==> src/rtl/asp_irq_ctrl.sv <==
`default_nettype none
// ============================================================================
// Module      : asp_irq_ctrl
// Description : Interrupt aggregation for the ASP interrupt lines.
//               Latches rising edges on each used line into a pending
//               register, applies a host-programmable mask and issues one
//               request at a time to the host over a valid/ready handshake,
//               choosing among eligible lines round-robin. A hold-off
//               interval separates consecutive requests.
//               Line map: 0 = DMA_0, 1 = kernel, 2 = DMA_1, 3 = reserved.
// Ports       : clk, reset            - clock, async active-high reset
//               irq_in                - level interrupt sources
//               irq_req_valid/_vector - request to host, line index
//               irq_req_ready         - host accepts request
//               csr_*                 - 64-bit AVMM slave, word addressed
//                                       0 STATUS (W1C), 1 MASK, 2 RAW,
//                                       3 INFLIGHT, 4+i event counter i
// Options     : ASP_IRQ_EVENT_COUNT_EN - adds a 32-bit edge counter per
//               used line at word address 4+i (write clears).
// Revision    : 1.0 - initial release
// ============================================================================
module asp_irq_ctrl #(
    parameter int NUM_LINES      = 4,
    parameter int NUM_USED       = 3,
    parameter int HOLDOFF_CYCLES = 16,
    parameter int CSR_ADDR_WIDTH = 4
) (
    input  logic                      clk,
    input  logic                      reset,
    input  logic [NUM_LINES-1:0]      irq_in,
    output logic                      irq_req_valid,
    output logic [1:0]                irq_req_vector,
    input  logic                      irq_req_ready,
    input  logic [CSR_ADDR_WIDTH-1:0] csr_address,
    input  logic                      csr_read,
    input  logic                      csr_write,
    input  logic [63:0]               csr_writedata,
    input  logic [7:0]                csr_byteenable,
    output logic [63:0]               csr_readdata,
    output logic                      csr_readdatavalid,
    output logic                      csr_waitrequest
);

    // The vector port is 2 bits wide, so line indices wrap naturally mod 4.
    localparam int IDX_W = 2;
    localparam logic [NUM_LINES-1:0] USED_MASK = NUM_LINES'((64'd1 << NUM_USED) - 64'd1);

    typedef enum logic [1:0] {
        ST_IDLE    = 2'd0,
        ST_ISSUE   = 2'd1,
        ST_HOLDOFF = 2'd2
    } state_t;

    state_t                  state_q, state_d;
    logic [NUM_LINES-1:0]    prev_q, pending_q, pending_d, mask_q, mask_d;
    logic [NUM_LINES-1:0]    issued_q, issued_d;
    logic [7:0]              hold_q, hold_d;
    logic [IDX_W-1:0]        rr_q, rr_d, vector_q, vector_d;
    logic                    valid_q, valid_d;
    logic [63:0]             rdata_q, rdata_d;
    logic                    rvalid_q, rvalid_d;

    logic                    w_wr_en;
    logic [NUM_LINES-1:0]    w_edge, w_clr, w_eligible, w_set_issued;
    logic                    w_pick_found;
    logic [IDX_W-1:0]        w_pick_idx, w_idx;
    logic [63:0]             w_rd_word;
    logic                    w_unused;

    // Only byte 0 carries register fields; a write without it is dropped.
    assign w_wr_en    = csr_write & csr_byteenable[0];
    assign w_edge     = irq_in & ~prev_q & USED_MASK;
    assign w_clr      = (w_wr_en && csr_address == CSR_ADDR_WIDTH'(0))
                        ? csr_writedata[NUM_LINES-1:0] : '0;
    assign w_eligible = pending_q & ~mask_q & ~issued_q;
    assign w_unused   = ^{csr_writedata[63:NUM_LINES], csr_byteenable[7:1]};

    // An edge arriving in the same cycle as its clear keeps the bit set.
    assign pending_d = ((pending_q & ~w_clr) | w_edge) & USED_MASK;
    assign issued_d  = (issued_q & ~w_clr) | w_set_issued;
    assign mask_d    = (w_wr_en && csr_address == CSR_ADDR_WIDTH'(1))
                       ? csr_writedata[NUM_LINES-1:0] : mask_q;

    // Round-robin search starting at the pointer.
    always_comb begin
        w_pick_found = 1'b0;
        w_pick_idx   = '0;
        w_idx        = '0;
        for (int k = 0; k < NUM_LINES; k++) begin
            w_idx = rr_q + IDX_W'(k);
            if (!w_pick_found && w_eligible[w_idx]) begin
                w_pick_found = 1'b1;
                w_pick_idx   = w_idx;
            end
        end
    end

    always_comb begin
        state_d      = state_q;
        valid_d      = valid_q;
        vector_d     = vector_q;
        hold_d       = hold_q;
        rr_d         = rr_q;
        w_set_issued = '0;
        case (state_q)
            ST_IDLE: begin
                if (w_pick_found) begin
                    vector_d = w_pick_idx;
                    valid_d  = 1'b1;
                    state_d  = ST_ISSUE;
                end
            end
            ST_ISSUE: begin
                // The request stays up until accepted, even if masked or cleared.
                if (irq_req_ready) begin
                    valid_d                = 1'b0;
                    w_set_issued[vector_q] = 1'b1;
                    rr_d                   = vector_q + IDX_W'(1);
                    hold_d                 = 8'(HOLDOFF_CYCLES - 1);
                    state_d                = ST_HOLDOFF;
                end
            end
            ST_HOLDOFF: begin
                if (hold_q == 8'd0) begin
                    state_d = ST_IDLE;
                end else begin
                    hold_d = hold_q - 8'd1;
                end
            end
            default: state_d = ST_IDLE;
        endcase
    end

`ifdef ASP_IRQ_EVENT_COUNT_EN
    logic [31:0] evt_cnt_q [NUM_USED];
    logic [31:0] evt_cnt_d [NUM_USED];

    // A clear write wins over a coincident edge on the same line.
    always_comb begin
        for (int i = 0; i < NUM_USED; i++) begin
            evt_cnt_d[i] = evt_cnt_q[i];
            if (w_wr_en && csr_address == CSR_ADDR_WIDTH'(4 + i)) begin
                evt_cnt_d[i] = 32'd0;
            end else if (w_edge[i]) begin
                evt_cnt_d[i] = evt_cnt_q[i] + 32'd1;
            end
        end
    end

    always_ff @(posedge clk or posedge reset) begin
        if (reset) begin
            for (int i = 0; i < NUM_USED; i++) evt_cnt_q[i] <= 32'd0;
        end else begin
            for (int i = 0; i < NUM_USED; i++) evt_cnt_q[i] <= evt_cnt_d[i];
        end
    end
`endif

    always_comb begin
        w_rd_word = 64'd0;
        case (csr_address)
            CSR_ADDR_WIDTH'(0): w_rd_word[NUM_LINES-1:0] = pending_q;
            CSR_ADDR_WIDTH'(1): w_rd_word[NUM_LINES-1:0] = mask_q;
            CSR_ADDR_WIDTH'(2): w_rd_word[NUM_LINES-1:0] = irq_in;
            CSR_ADDR_WIDTH'(3): w_rd_word[2:0]           = {vector_q, valid_q};
            default:            w_rd_word                = 64'd0;
        endcase
`ifdef ASP_IRQ_EVENT_COUNT_EN
        for (int i = 0; i < NUM_USED; i++) begin
            if (csr_address == CSR_ADDR_WIDTH'(4 + i)) begin
                w_rd_word = {32'd0, evt_cnt_q[i]};
            end
        end
`endif
    end

    // Read data is held between reads.
    assign rdata_d  = csr_read ? w_rd_word : rdata_q;
    assign rvalid_d = csr_read;

    always_ff @(posedge clk or posedge reset) begin
        if (reset) begin
            state_q   <= ST_IDLE;
            prev_q    <= '0;
            pending_q <= '0;
            mask_q    <= '1;
            issued_q  <= '0;
            hold_q    <= 8'd0;
            rr_q      <= '0;
            valid_q   <= 1'b0;
            vector_q  <= '0;
            rdata_q   <= 64'd0;
            rvalid_q  <= 1'b0;
        end else begin
            state_q   <= state_d;
            prev_q    <= irq_in;
            pending_q <= pending_d;
            mask_q    <= mask_d;
            issued_q  <= issued_d;
            hold_q    <= hold_d;
            rr_q      <= rr_d;
            valid_q   <= valid_d;
            vector_q  <= vector_d;
            rdata_q   <= rdata_d;
            rvalid_q  <= rvalid_d;
        end
    end

    assign irq_req_valid     = valid_q;
    assign irq_req_vector    = vector_q;
    assign csr_readdata      = rdata_q;
    assign csr_readdatavalid = rvalid_q;
    assign csr_waitrequest   = 1'b0;

endmodule
`default_nettype wire

==> config.mk <==
export PLATFORM = sky130hd
export DESIGN_NAME = asp_irq_ctrl
export DESIGN_NICKNAME = d
export VERILOG_FILES = /design/src/rtl/asp_irq_ctrl.sv
export SDC_FILE = /design/constraint.sdc
export NUM_CORES = 1
export LEC_CHECK = 0
export CAP_MARGIN = 20
export CORE_MARGIN = 8
export CORE_UTILIZATION = 37
export DETAILED_ROUTE_END_ITERATION = 7
export GPL_TIMING_DRIVEN = 0
export PLACE_DENSITY_LB_ADDON = 0.25
export SKIP_LAST_GASP = 1
export SLEW_MARGIN = 20
export SYNTH_ARGS = -nofsm -noshare
export SYNTH_HDL_FRONTEND = slang
export SYNTH_SLANG_ARGS = --single-unit
==> constraint.sdc <==
create_clock -name clk -period 2.4 [get_ports clk]
set_clock_uncertainty 0.05 [all_clocks]
set_input_delay 0.24 -clock clk [delete_from_list [all_inputs] [get_ports clk]]
set_output_delay 0.24 -clock clk [all_outputs]
set_load 0.005 [all_outputs]
==> out/summary.txt, run 1 <==
Status: complete, no violations
Internal Power: 1384 uW
Insertion delay to the later sink of the worst-skew pair: 0.28 ns
Share of post-route cells with drive strength above 1: 28.96%
Cells on worst reg2reg path: 5
Detailed Place HPWL: 3368 um
CP startpoint kind: primary input
Max FO, Critical Path: 6
Most frequent cells in the layout: buf_4 (61), conb_1 (61), dfrtp_1 (29), clkdlybuf4s50_1 (24), inv_1 (16)
MaxCap Viol Count: 0
Final setup viols: 0
Post-Syn Area per Cell: 10.21 um2
Area growth syn-to-layout: 32.10%
CTS resizes: 0
Nets@finish: 386
RSZ-0062 raised after global routing: no
Critical path type: primary input to flip-flop
Drt total wl: 4067 um
Sw Pwr: 593.8 uW
Register share of total power: 40.7%
Synth cell types: 41
Die X: 91.22 um
Pleak: 0.001407 uW
CTS buffer count: 5
Final worst path period share: 73.19%
Initial antenna violation count: 0
R2R Setup Slk: 0.65 ns
Die area: 8320 um2
Power Total: 1977 uW
Avg WL per Cell: 11.02 um
Max Slew Vio Count: 0
Postcts setup bufs: 0
Setup_tns: 0 ns
Top-area cell type share of the netlist area: 34.67%
Iter 0 DRT Violations: 54
Crit path time final: 1.757 ns
Cell row count: 27
Vias per cell: 3.962
First-pass GRT wire length: 6624 um
Slew HR: 55.49%
DRT antenna net count: 0
Ports: 154
CP required: 2.56 ns
Clock Tree Buf Depth: 2
Post-Syn Area: 2093 um2
Max Clk Rate: 569.3 MHz
Ys async rst share: 100.0%
DR DRC count: 0
H-tree depth: 2
Total gr overflow: 0
Ys flop type: dfrtp_1
GPL Wtd Cong: 0.7734
Crit path DAT: 1.92 ns
CTS clock-pin slew for the worst setup and hold paths: 0.06 ns
Vias: 1462
Worst Setup End Kind: flip-flop
Initial core utilization: 38.25%
Clock Power Share: 26.7%
Vias in the first global route: 1420
Yosys top cell by area: dfrtp_1
Post-synthesis cell count: 205
Die H: 91.22 um
Largest net degree at the start of global routing: 34
Number of flops mapped to enable cells by yosys: 0
Area contributors post-synth: dfrtp_1 (35%), buf_4 (22%), dfstp_2 (5.0%)
DRT Pass-1 Iters: 4
Comb power frac: 32.6%
CTS Hold Bufs: 0
CTS tree: done
Hold crit path type: primary input to async pin
CTS sink cnt: 33
Least-Margin Pin Slew: 0.6667 ns
Final Hold Vio Count: 0
Post-synthesis sequential area ratio: 39.69%
Switch share: 30.03%
P per Cell Area: 715.1 nW/um2
Startpoint of the worst register-to-register path: hold_q[0]
FF-to-FF End: hold_q[1]
CTS Root Cell: clkbuf_8
Core footprint: 5473 um2
Syn. warnings: 0
Antenna fix cells: 0
Total GRT Usage: 9.572%
PortBufs: 24
Synth Register Bits: 33
Worst VDD drop: 0.0002949 V
## power by group through the flow
stage | sequential (uW) | clock [uW] | combinational (uW)
after floorplan | 788 | 0 | 472
after global placement | 816 | 0 | 636
after detailed placement | 818 | 0 | 639
after CTS | 808 | 540 | 643
after global routing | 828 | 568 | 724
final | 805 | 527 | 645
## worst max-delay path, cell delays in order
cell	delay, ns
clkdlybuf4s50_1	0.57
nor4b_2	0.52
nand3_1	0.25
mux2_2	0.33
## flip-flops by register name (all words and copies together), names as in the netlist
name               cells
hold_q                 8
csr_readdata           4
mask_q                 4
issued_q               3
pending_q              3
prev_q                 3
irq_req_vector         2
rr_q                   2
state_q                2
csr_readdatavalid      1
irq_req_valid          1
## stage by stage
step,util [%],std cells,hold WS [ns],setup slack (ns),instance area [um2]
floorplan,-,265,0.2214,0.7373,2318
global placement,48.40,361,0.4335,0.3489,2649
detailed placement,48.40,361,0.4343,0.3463,2649
CTS,50.53,369,0.3563,0.6303,2765
global route,50.53,369,0.3984,0.4913,2765
finish,50.53,369,0.3180,0.6434,2765
## Yosys cell counts (all sizes together) (2+ instances only)
cell type and count:
nor4 2, a32o 2, nand4b 3, nor4b 3
nand2 12, dfrtp 29, o21ai 5, a21oi 3
o22ai 4, mux2 4, inv 17, or4 2
nor2 5, ha 5, nand3 2, nor3b 3
nand3b 3, dfstp 4, clkbuf 2, mux4 3
buf 62, a22o 6, nand2b 4, mux2i 4
## routing by layer
metal  routed length (um)  up-vias  global-route usage [%]  part of all wire, %
li1                     -      762                       -                    -
met3                  433        5                   5.103                   11
met2                 1886       58                   15.96                   46
met5                    0        -                       0                    0
met1                 1680      637                   9.813                   41
met4                   66        0                   4.093                  1.6
## cell families after synthesis
group	count (synthesis)	share of synthesized area (%)
mux	11	7.292
simple gates	46	14.29
flops	33	39.69
compound gates	27	9.325
fa+ha+maj	5	2.989
buf+inv	81	25.82
xor+xnor	1	0.4185
other cells	1	0.1791
## cell type report
class,count,area [um2]
Clock inverter,1,30.03
Clock buffer,7,86.33
Multi-Input combinational cell,151,947.2
Tap cell,72,90.09
Fill cell,519,2708
Timing Repair Buffer,24,240.2
Sequential cell,33,830.8
Buffer,64,476.7
Inverter,17,63.81
## how the worst max path moves through the flow
stage	startpoint	endpoint	slack (ns)
6_report	csr_address[1]	mask_q[2]	0.64
3_5_place_dp	csr_address[1]	mask_q[1]	0.35
4_1_cts	hold_q[0]	hold_q[1]	0.63
5_1_grt	hold_q[0]	hold_q[1]	0.49
3_3_place_gp	csr_address[1]	mask_q[2]	0.35
2_1_floorplan	state_q[0]	hold_q[5]	0.74
No activity file was read; power rests on OpenSTA's default activity.
==> run 2, diff against run 1 <==
--- a/config.mk
+++ b/config.mk
@@ -7,7 +7,7 @@
 export LEC_CHECK = 0
 export CAP_MARGIN = 20
 export CORE_MARGIN = 8
-export CORE_UTILIZATION = 37
+export CORE_UTILIZATION = 31
 export DETAILED_ROUTE_END_ITERATION = 7
 export GPL_TIMING_DRIVEN = 0
 export PLACE_DENSITY_LB_ADDON = 0.25
==> constraint.sdc (replaced) <==
create_clock -name clk -period 1.6 [get_ports clk]
set_clock_uncertainty 0.05 [all_clocks]
set_input_delay 0.16 -clock clk [delete_from_list [all_inputs] [get_ports clk]]
set_output_delay 0.16 -clock clk [all_outputs]
set_load 0.005 [all_outputs]
==> out/summary.txt, run 2 (same netlist as run 1, synthesis figures left out) <==
DRT Pass-1 Iters: 4
CTS buffer count: 5
Iter 0 DRT Violations: 46
P per Cell Area: 1120 nW/um2
Critical path type: flip-flop to flip-flop
CTS Root Cell: clkbuf_8
MaxCap Viol Count: 0
Layout fillers: 659
Cell row count: 30
Reg with most FFs: hold_q
DR DRC count: 0
Status: complete, but fails checks
CTS clock-pin slew for the worst setup and hold paths: 0.07 ns
Most frequent cells in the layout: buf_4 (66), conb_1 (61), dfrtp_1 (27), clkdlybuf4s50_1 (23), inv_1 (15)
Final worst path period share: 103.2%
Die X: 98.18 um
CTS sink cnt: 33
Worst Setup End Kind: flip-flop
Share of post-route cells with drive strength above 1: 32.89%
Total GRT Usage: 9.342%
CP required: 1.77 ns
CTS Hold Bufs: 0
CTS tree: done
Slew HR: 54.02%
Detailed Place HPWL: 3444 um
Crit path DAT: 1.82 ns
PortBufs: 24
Final worst slack: -0.05176 ns
Insertion delay to the later sink of the worst-skew pair: 0.29 ns
Initial antenna violation count: 0
FF-to-FF End: hold_q[5]
Die H: 98.18 um
Vias in the first global route: 1490
Crit path time final: 1.652 ns
Total gr overflow: 0
Max Clk Rate: 605.4 MHz
Nets@finish: 390
Vias: 1527
Initial core utilization: 31.33%
Avg WL per Cell: 11.67 um
Least-Margin Pin Slew: 0.6888 ns
Final setup viols: 3
Largest net degree at the start of global routing: 34
Failing checks: setup timing
Die area: 9638 um2
Antenna fix cells: 0
WHS: 0.2478 ns
Hold crit path type: primary input to async pin
Drt total wl: 4448 um
Post-Route Utilization: 42.90%
GPL Wtd Cong: 0.7202
First-pass GRT wire length: 7403 um
Max FO, Critical Path: 5
Ports: 154
R2R Setup Slk: -0.05 ns
Worst VDD drop: 0.0004290 V
Pleak: 0.001441 uW
Power Total: 3210 uW
Multi-input logic area: 993.5 um2
Clock Tree Buf Depth: 2
Startpoint of the worst register-to-register path: hold_q[1]
DRT antenna net count: 0
Most common cell after layout, fill and taps aside: buf_4
Cell count after placement: 369
Final Hold Vio Count: 0
Register area: 833.3 um2
Largest register FFs: 8
Max Slew Vio Count: 0
Area growth syn-to-layout: 36.94%
Vias per cell: 4.008
Core footprint: 6681 um2
H-tree depth: 2
CP startpoint kind: flip-flop
Cells on worst reg2reg path: 3
RSZ-0062 raised after global routing: yes
Final std cells w/o fill: 381
## run 2: cell count changes in the layout (fill, tap and decap cells not counted), sizes merged
cell	previous run	this run
buf	62	66
bufinv	1	2
clkbuf	9	7
clkdlybuf4s50	24	23
clkinv	0	1
dlygate4sd2	0	1
## run 2: stage by stage
| stage | setup WS, ns | TNS [ns] | cell area (um2) |
|---|---|---|---|
| 2_1_floorplan | -0.02831 | -0.02831 | 2318 |
| 3_3_place_gp | -0.4127 | -8.331 | 2659 |
| 5_1_grt | -0.1158 | -0.6584 | 2867 |
| 4_1_cts | -0.05910 | -0.1691 | 2816 |
| 3_5_place_dp | -0.4075 | -4.086 | 2659 |
| 6_report | -0.05176 | -0.07573 | 2867 |
## run 2: worst max-delay path by stage
stage                    from   endpoint  slack (ns)  depth (start not counted)
2_1_floorplan      state_q[0]  hold_q[5]       -0.03                          4
3_3_place_gp   csr_address[1]  mask_q[2]       -0.41                          4
3_5_place_dp   csr_address[1]  mask_q[2]       -0.41                          4
4_1_cts             hold_q[1]  hold_q[5]       -0.06                          3
5_1_grt             hold_q[0]  hold_q[4]       -0.12                          6
6_report            hold_q[1]  hold_q[5]       -0.05                          3
## run 2: power by group
part	leakage (uW)	switching, uW	internal (uW)	total (uW)
Sequential	0.000379	190	1040	1230
Combinational	0.000994	467	578	1040
Clock	0.0000681	316	619	935
## run 2: layer usage
layer  vias up  global-route usage (%)  routed length, um
li1        768                       -                  -
met1       701                   10.90               1955
met2        52                   14.96               2070
met3         6                   3.627                346
met4         0                   3.896                 75
met5         -                       0                  0
## run 2: final cells by class
class / instances / share of cell area [%]
Multi-Input combinational cell: 151 / 34.66
Sequential cell: 33 / 29.07
Buffer: 63 / 16.24
Timing Repair Buffer: 29 / 9.646
Tap cell: 80 / 3.492
Clock buffer: 5 / 2.401
Clock inverter: 3 / 2.270
Inverter: 17 / 2.226
## run 2: repair_timing
item | 4_1_cts | 5_1_grt
cloned | 0 | 0
resized for setup | 5 | 7
pin swaps | 1 | 3
setup buffers | 2 | 3
endpoints found under the setup margin | 13 | 11
hold endpoints to repair | 0 | 0
## run 2: critical path: stages (launching register included)
cell and delay [ns]:
dfrtp_1 0.40, or4b_4 0.58, or4_4 0.43, a21oi_2 0.12
==> run 3, diff against run 2 <==
--- a/config.mk
+++ b/config.mk
@@ -5,9 +5,8 @@
 export SDC_FILE = /design/constraint.sdc
 export NUM_CORES = 1
 export LEC_CHECK = 0
-export CAP_MARGIN = 20
 export CORE_MARGIN = 8
-export CORE_UTILIZATION = 31
+export CORE_UTILIZATION = 23
 export DETAILED_ROUTE_END_ITERATION = 7
 export GPL_TIMING_DRIVEN = 0
 export PLACE_DENSITY_LB_ADDON = 0.25
==> constraint.sdc (replaced) <==
create_clock -name clk -period 1.6 [get_ports clk]
set_clock_uncertainty 0.05 [all_clocks]
set_input_delay 0.16 -clock clk [delete_from_list [all_inputs] [get_ports clk]]
set_output_delay 0.16 -clock clk [all_outputs]
set_load 0.1 [all_outputs]
==> out/summary.txt, run 3 (same netlist as run 1, synthesis figures left out) <==
Status: complete, but fails checks
Failing checks: setup timing
Final worst slack: -0.05811 ns
Area growth syn-to-layout: 38.43%
CTS sink cnt: 33
Die area: 12410 um2
Cell row count: 35
Total gr overflow: 0
CTS tree: done
Final worst path period share: 103.6%
Post-place setup slack: -0.4853 ns
Hold crit path type: primary input to async pin
Fin area: 2898 um2
Max Slew Vio Count: 0
Most frequent cells in the layout: buf_4 (66), conb_1 (61), dfrtp_1 (25), clkdlybuf4s50_1 (15), inv_1 (14)
CTS buffer count: 5
Power Total: 3984 uW
Iter 0 DRT Violations: 44
Comb power frac: 48.6%
Slew HR: 52.28%
Worst Setup End Kind: flip-flop
Worst VDD drop: 0.0004832 V
Core footprint: 9021 um2
Internal Power: 2135 uW
Final setup viols: 3
H-tree depth: 2
Largest register FFs: 8
Least-Margin Pin Slew: 0.7148 ns
Switch share: 46.41%
Clock Power Share: 20.1%
Clock Tree Buf Depth: 2
Most common cell after layout, fill and taps aside: buf_4
Insertion delay to the later sink of the worst-skew pair: 0.28 ns
Max Clk Rate: 603.1 MHz
P per Cell Area: 1375 nW/um2
Pleak: 0.001439 uW
Antenna fix cells: 0
DR DRC count: 0
DRT antenna net count: 0
Register share of total power: 31.3%
Initial core utilization: 23.20%
Critical path type: flip-flop to flip-flop
Die H: 111.4 um
First-pass GRT wire length: 7569 um
CP startpoint kind: flip-flop
Dpl cell area: 2701 um2
Max FO, Critical Path: 5
MaxCap Viol Count: 0
RSZ-0062 raised after global routing: yes
Detailed Place HPWL: 3600 um
Total GRT Usage: 7.439%
Ports: 154
Final Hold Vio Count: 0
GPL Wtd Cong: 0.6858
Avg WL per Cell: 11.10 um
Layout fillers: 941
Largest net degree at the start of global routing: 34
CTS clock-pin slew for the worst setup and hold paths: 0.06 ns
DRT Pass-1 Iters: 4
Crit path DAT: 1.81 ns
CTS Hold Bufs: 0
PortBufs: 24
Die X: 111.4 um
Post-Route Utilization: 32.12%
CTS Root Cell: clkbuf_8
Vias per cell: 3.587
Initial antenna violation count: 0
Drt total wl: 4572 um
Sw Pwr: 1849 uW
Reg with most FFs: hold_q
Nets@finish: 390
Share of post-route cells with drive strength above 1: 35.22%
CP required: 1.75 ns
Vias in the first global route: 1501
Crit path time final: 1.658 ns
Vias: 1478
run 3: cell types whose count changed in the layout (fill, tap and decap cells not counted), moves of 2 or more:
cell,change
a21oi_2,-2
dfrtp_2,+2
clkdlybuf4s50_1,-8
a21oi_1,+2
clkdlybuf4s15_2,+8
dfrtp_1,-2
run 3: what timing repair did:
| action | in CTS | in global routing |
|---|---|---|
| resized for setup | 33 | 1 |
| pin swaps | 3 | 5 |
| buffers inserted | 1 | 4 |
| endpoints found under the setup margin | 23 | 11 |
run 3: worst paths after layout:
kind,from,end,slack [ns],cells after the start
min in group clk,irq_in[2],prev_q[2],0.33,1
hold / removal,reset,hold_q[3],0.27,2
max in group asynchronous,reset,irq_req_valid,0.72,2
setup / recovery,hold_q[1],hold_q[5],-0.06,3
setup reg to reg,hold_q[1],hold_q[5],-0.06,3
hold reg to reg,irq_req_valid,irq_req_valid,0.46,2
run 3: per-layer routing:
layer  routed length (um)  vias up  global-route usage, %
li1                     -      775                      -
met1                 1921      652                  8.163
met2                 2225       46                  12.25
met3                  340        5                  3.065
met4                   84        0                  3.467
met5                    0        -                      0
run 3: stage by stage:
step                      hold slack [ns]  setup TNS, ns  std cells
after global routing               0.3278        -0.4115        412
final                              0.2686        -0.1224        412
after floorplan                    0.1414       -0.02831        265
after detailed placement           0.4426         -5.657        400
after CTS                          0.3001        -0.1804        408
after global placement             0.4327         -11.08        400
run 3: cell type report:
| cell class | count | area [um2] | area share, % |
|---|---|---|---|
| well taps | 111 | 138.9 | 4.793 |
| repair buffers | 29 | 286.5 | 9.888 |
| multi-input cells | 151 | 991.0 | 34.20 |
| plain buffers | 63 | 465.4 | 16.06 |
| clock inverters | 1 | 30.03 | 1.036 |
| flip-flops and latches | 33 | 835.8 | 28.84 |
| clock buffers | 7 | 86.33 | 2.979 |
| inverters | 17 | 63.81 | 2.202 |
run 3: power by group through the flow:
stage,sequential [uW],clock [uW],combinational (uW)
final,1250,801,1940
after global routing,1280,882,2070
after CTS,1250,847,1890
after detailed placement,1240,0,1890
after global placement,1230,0,1880
after floorplan,1500,0,1300
run 3: worst max-delay path, stage by stage, from the launching register on:
cell	delay, ns
dfrtp_1	0.41
or4b_4	0.59
or4_1	0.41
a21oi_1	0.13
